<file path="src/rtl/accum_ctrl.sv">
// Command sequencer for the operand accumulator: tags each put/op with a
// fresh value, mirrors occupancy, and flushes the accumulator after reset.
module accum_ctrl #(
    parameter int DEPTH = 3,
    parameter int PC_W  = 12,
    localparam int CW   = $clog2(DEPTH + 1)
) (
    input  logic            clk,
    input  logic            reset,
    input  logic [PC_W-1:0] prog_ctr,
    input  logic            put_req,
    input  logic            op_req,
    input  logic [7:0]      value_in,
    output logic            ready,
    output logic            putEn,
    output logic            opEn,
    output logic [7:0]      value,
    output logic [PC_W-1:0] acc_tag,
    output logic [CW-1:0]   count,
    output logic            full,
    output logic            empty,
    output logic            ovf_err,
    output logic            conflict_err
);
    typedef enum logic [1:0] {S_INIT, S_IDLE, S_ISSUE} state_t;

    state_t          state_q;
    logic            ready_q, put_en_q, op_en_q, ovf_q, conflict_q, last_pc_v_q;
    logic [7:0]      value_q;
    logic [PC_W-1:0] tag_q, last_pc_q;
    logic [CW-1:0]   count_q;
    logic            full_d, is_new_d, req_d;

    // A command is only acted on once per PC; repeats of the same PC are ignored.
    assign is_new_d = !last_pc_v_q || (prog_ctr != last_pc_q);
    assign req_d    = is_new_d && (put_req || op_req);
    assign full_d   = (count_q == CW'(DEPTH));

    always_ff @(posedge clk) begin
        if (reset) begin
            state_q     <= S_INIT;
            ready_q     <= 1'b0;
            put_en_q    <= 1'b0;
            op_en_q     <= 1'b0;
            value_q     <= '0;
            tag_q       <= '0;
            count_q     <= '0;
            ovf_q       <= 1'b0;
            conflict_q  <= 1'b0;
            last_pc_q   <= '0;
            last_pc_v_q <= 1'b0;
        end else begin
            case (state_q)
                // The accumulator has no reset, so clear it with an op.
                S_INIT: begin
                    op_en_q  <= 1'b1;
                    put_en_q <= 1'b0;
                    tag_q    <= tag_q + 1'b1;
                    ready_q  <= 1'b1;
                    state_q  <= S_IDLE;
                end
                S_IDLE: begin
                    put_en_q <= 1'b0;
                    op_en_q  <= 1'b0;
                    if (req_d) begin
                        last_pc_q   <= prog_ctr;
                        last_pc_v_q <= 1'b1;
                        if (put_req && op_req) begin
                            conflict_q <= 1'b1;
                        end else if (put_req && full_d) begin
                            ovf_q <= 1'b1;
                        end else if (put_req) begin
                            value_q  <= value_in;
                            put_en_q <= 1'b1;
                            tag_q    <= tag_q + 1'b1;
                            count_q  <= count_q + 1'b1;
                            ready_q  <= 1'b0;
                            state_q  <= S_ISSUE;
                        end else begin
                            op_en_q <= 1'b1;
                            tag_q   <= tag_q + 1'b1;
                            count_q <= '0;
                            ready_q <= 1'b0;
                            state_q <= S_ISSUE;
                        end
                    end
                end
                S_ISSUE: begin
                    put_en_q <= 1'b0;
                    op_en_q  <= 1'b0;
                    ready_q  <= 1'b1;
                    state_q  <= S_IDLE;
                end
                default: begin
                    ready_q <= 1'b0;
                    state_q <= S_INIT;
                end
            endcase
        end
    end

    assign ready        = ready_q;
    assign putEn        = put_en_q;
    assign opEn         = op_en_q;
    assign value        = value_q;
    assign acc_tag      = tag_q;
    assign count        = count_q;
    assign full         = full_d;
    assign empty        = (count_q == '0);
    assign ovf_err      = ovf_q;
    assign conflict_err = conflict_q;
endmodule

</file>
<file path="config.mk">
export PLATFORM = sky130hd
export DESIGN_NAME = accum_ctrl
export DESIGN_NICKNAME = d
export VERILOG_FILES = /design/src/rtl/accum_ctrl.sv
export SDC_FILE = /design/constraint.sdc
export NUM_CORES = 1
export LEC_CHECK = 0
export ABC_AREA = 1
export BUFFER_PORTS_ARGS = -buffer_cell sky130_fd_sc_hd__buf_2
export CAP_MARGIN = 20
export CORE_MARGIN = 10
export CORE_UTILIZATION = 52
export CTS_BUF_LIST = sky130_fd_sc_hd__clkbuf_16
export CTS_CLUSTER_DIAMETER = 30
export DETAILED_ROUTE_END_ITERATION = 16
export GPL_TIMING_DRIVEN = 0
export PLACE_DENSITY = 0.89
export SETUP_SLACK_MARGIN = 0.1
export SYNTH_ARGS = -nofsm -noshare
export SYNTH_HDL_FRONTEND = slang
export SYNTH_SLANG_ARGS = --single-unit
</file>
<file path="constraint.sdc">
create_clock -name clk -period 1.9 [get_ports clk]
set_input_delay 0.095 -clock clk [delete_from_list [all_inputs] [get_ports clk]]
set_output_delay 0.095 -clock clk [all_outputs]
set_load 0.01 [all_outputs]
</file>
# --- After elaboration in Yosys (flattened, before gate mapping) ---
# Index checks and enable logic that the tools add are counted.
totals:
  elab_cells: 64
  output_inout_bits: 29
  register_bits: 42
classes:
  n_eq_ne: 7
  mux: 23
  n_addsub: 2
  n_reduce_logical: 19
  n_bitwise: 2
ops:
  columns: ["operator", "count"]
  rows:
  - ["$mux 12", 3]
  - ["$pmux 12 s2", 1]
  - ["$add 12x1->12 const B", 1]
  - ["$ne 12x12->1", 1]
  - ["$reduce_and 4->1", 3]
  - ["$mux 1", 11]
  - ["$mux 2", 4]
  - ["$ne 2x2->1 const B", 3]
  - ["$reduce_and 3->1", 2]
  - ["$reduce_and 5->1", 1]
  - ["$eq 2x2->1 const B", 2]
  - ["$logic_not 2->1", 2]
  - ["$pmux 1 s2", 2]
  - ["$pmux 2 s2", 1]
  - ["$reduce_bool 2->1", 2]
  - ["$logic_and 1x1->1", 3]
  - ["$pmux 1 s3", 1]
  - ["$reduce_bool 3->1", 1]
  - ["$add 2x1->2 const B", 1]
  - ["$eq 2x1->1 const B", 1]
  - ["$logic_or 1x1->1", 2]
  - ["$not 1->1", 2]
  - ["$reduce_and 2->1", 1]
  - ["$reduce_or 2->1", 1]
  - ["$logic_not 1->1", 1]

# --- Logic depth before layout (Yosys ltp) ---
logic_depth:
  ltp_word: 6
  depth_mapped: 13
  ltp_nobuf: 13

# --- Worst setup path before layout ---
# No wires, ideal clock.
synth_timing:
  kind: "register -> register"
  start: "register count_q[0] (netlist: count[0])"
  end: "register tag_q[11] (netlist: acc_tag[11])"
  period_less_slack_ns: 1.593
  path_stages_with_launch: 11
  setup_slack_ns: 0.307
  n_path_buf: 0
  t_arrival_ns: 1.478
  path_cell_list: "dfxtp_1 -> ha_1 -> nand2_1 -> inv_1 -> nand2_1 -> nand2_2 -> nor3_2 -> and3_1 -> nand3_2 -> nand2_1 -> nor2_1"
synth_between:
  elab_chain_len: 4
synth_rtl:
  columns: ["element", "line", "rtl"]
  rows:
  - ["from (decl)", "31", "logic [CW-1:0] count_q;"]
  - ["from (signal assigned)", "76", "count_q <= count_q + 1'b1;"]
  - ["$eq 2x2->1", "37", "assign full_d = (count_q == CW'(DEPTH));"]
  - ["named net full", "20", "output logic full,"]
  - ["$logic_and 1x1->1", "70", "end else if (put_req && full_d) begin"]
  - ["$ne 2x2->1 (no source line)", null, null]
  - ["$reduce_and 4->1 (no source line)", null, null]
  - ["to (signal assigned)", "58", "tag_q <= tag_q + 1'b1;"]
  - ["to (signal assigned)", "75", "tag_q <= tag_q + 1'b1;"]
  - ["to (signal assigned)", "81", "tag_q <= tag_q + 1'b1;"]
  - ["to (decl)", "30", "logic [PC_W-1:0] tag_q, last_pc_q;"]
# The timed path passes the listed nets, and every way through them passes these cells.
# A chain may end at the register's enable or synchronous reset.

# --- Worst setup path after layout ---
layout_timing:
  start: "register count_q[0] (netlist: count[0])"
  end: "register tag_q[11] (netlist: acc_tag[11])"
layout_between:
  elab_chain_len: 4
layout_rtl:
  columns: ["element", "line"]
  rows:
  - ["$eq 2x2->1", "37"]
  - ["$logic_and 1x1->1", "70"]
  - ["$ne 2x2->1 (no source line)", null]
  - ["$reduce_and 4->1 (no source line)", null]
# No other way between the ends.

==> metrics <==
status=completed; post-synthesis adder-cell area fraction=1.82%; sequential element share of the synthesized area=40.9%; Mean Syn Cell Area=6.82 µm²; initial core utilization=55.0%; Final Hold Fails=0; largest net degree at the start of global routing=13; vias in the first global route=1975; final WL=5.15 mm; Final setup viols=0; first-pass GRT wire length=8.80 mm; Worst Tran Pin Value=0.459 ns; maxcap violations=0; Routed WL per cell=12.5 µm; Setup CP Type=reg -> reg; PwrDens=863 mW/mm²; leakage power=1.29 nW; xor and xnor fraction of the mapped netlist area=0%; H-tree Lvls=2; Post-synth EDFFs=0; Peak VDD IR=0.736 mV; top_reg_cell synth=dfxtp_1; Reg2Reg Depth=10; CTS tree=yes; mux cell area share after synthesis=0%; Yosys reg bits=42; Final ANT Viol Nets=0; port bufs=52; commonest non-fill, non-tap cell in the layout=nand2_1; Initial DRC Count=97; most frequent cells in the layout=nand2_1 (73), buf_2 (52), inv_1 (44); layout cells sized above 1=22.6%; drt first pass iters=4; Final #Nets=390; gpl congestion=0.769; Slew headroom=69.4%; Crit Path Max Fanout=8; Fmax=608 MHz; DRC viols=0; r2r endpoint=acc_tag[11]$_SDFFE_PP0P_; Ports=53; Die ar.=0.00687 mm²; Tot GR Track Use=14.7%; vias=2038; Yosys warning count=0; Tmin final=1.65 ns; hpwl dp=3.72 mm; RSZ-0062 raised after global routing=false; Synth Area in Simple Gates=33.4%; die height=82.9 µm; Rows=22; R2R Path Start=count[0]$_SDFFE_PP0P_; CTS Sinks=42; clk buf depth=2; Layout area overhead=24.7%; ys async rst share=0%; compound-gate portion of the synthesized area=12.3%; Critical Path Sink Type=register; # hold bufs at CTS=0; syn_nets=329; kind of start point of the critical path=register; period utilization=86.6%; crit path from=count[0]$_SDFFE_PP0P_; Worst Setup EP=acc_tag[11]$_SDFFE_PP0P_; initial antenna violation count=0; Final Core Density=68.5%; Tightest Hold Check Type=in -> reg; diodes inserted=0; post-synthesis cell area=0.00206 mm²; clk_lat worst skew=0.28 ns; Cells after Synth=302; root buf cell=clkbuf_16; die width=82.9 µm; synth unique cells=29; cts bufs inserted=5; Clk pin slew, worst setup/hold paths=0.06 ns; vias per cell=4.96; critical path arrival=1.82 ns; main combinational cell family by area after synthesis=simple AND/OR/NAND/NOR gates; Req. time, crit path=2.08 ns; setup TNS=0 ns; worst reg2reg setup slack=0.25 ns; Max Slew Vio Count=0; gr ovfl total=0; core area=0.00374 mm²; Final Skew=0.00509 ns
-- state kept, by name (all words and copies together) (netlist names) --
signal / cells
count: 2
value: 8
last_pc_v_q: 1
putEn: 1
last_pc_q: 12
conflict_err: 1
ovf_err: 1
opEn: 1
state_q: 2
acc_tag: 12
ready: 1
-- cell type report --
class                      count  area [µm²]
fill                         327        1180
multi-input combinational    207         992
sequential                    42         841
timing repair buffer          54         275
inverter                      45         169
clock buffer                   5         125
buffer                         8        70.1
tap                           48        60.1
clock inverter                 2        33.8
-- through the flow --
stage / setup WS, ns / power (mW) / instance area, µm² / cells / hold WS, ns
floorplan: 0.307 / 1.19 / 2060 / 302 / 0.157
global placement: 0.229 / 1.29 / 2380 / 402 / 0.296
detailed placement: 0.203 / 1.30 / 2380 / 402 / 0.304
CTS: 0.180 / 2.22 / 2540 / 409 / 0.00739
global route: 0.101 / 2.32 / 2570 / 411 / 0.00994
finish: 0.254 / 2.21 / 2570 / 411 / 0.00714
-- per-layer routing --
metal,vias to the layer above,routed length [µm],GRT usage (%)
li1,1071,-,-
met1,911,2370,17.3
met2,52,2490,24.7
met3,4,244,4.20
met4,0,56,4.77
met5,-,0,0
-- critical path, stage by stage (launching register included) --
cell and delay (ns):
dfxtp_1 0.33, ha_2 0.21, nand2_1 0.09, inv_1 0.06
nand2_1 0.09, nand2_4 0.10, nor3_4 0.24, and3_1 0.24
nand3_2 0.08, nand2_1 0.06, nor2_1 0.04
-- cell families (layout without fill, tap and decap cells) --
logic type               Yosys count  count (layout)
AND/OR/NAND/NOR                  156             156
AO/OA/AOI/OAI                     48              48
adder cells (fa/ha/maj)            3               3
buffers and inverters             53             114
flip-flops                        42              42
-- Yosys cell counts (2+ instances only) --
library cell	count	area [µm²]
nor3_1	2	10.0
nand3_2	2	20.0
buf_6	3	33.8
nor2_4	2	22.5
nand4_1	2	12.5
a21oi_2	2	17.5
dfxtp_1	42	841
o21ai_0	12	60.1
nand3_1	25	125
nor2_2	2	12.5
inv_1	44	165
clkbuf_1	2	7.51
ha_1	3	37.5
buf_4	2	15.0
nand2_1	73	274
nor2_1	40	150
a21oi_1	30	150
nand2_2	3	18.8
-- worst min-delay path by stage --
stage               start                    end  cells past startpoint
CTS                 reset  value[7]$_SDFFE_PP0P_                      2
global placement    reset  value[7]$_SDFFE_PP0P_                      2
detailed placement  reset  value[7]$_SDFFE_PP0P_                      2
global route        reset  value[7]$_SDFFE_PP0P_                      2
floorplan           reset  value[7]$_SDFFE_PP0P_                      1
finish              reset  value[7]$_SDFFE_PP0P_                      2
-- repair_timing --
action | CTS | global route
endpoints found under the setup margin | 0 | 2
gates resized for setup | 0 | 3
buffers inserted | 0 | 2
-- where the power goes --
part	switching (mW)	total, mW	internal (mW)
registers	0.0367	0.970	0.933
logic	0.190	0.315	0.125
clock network	0.323	0.930	0.607
Power figures use the tool's default switching activity.
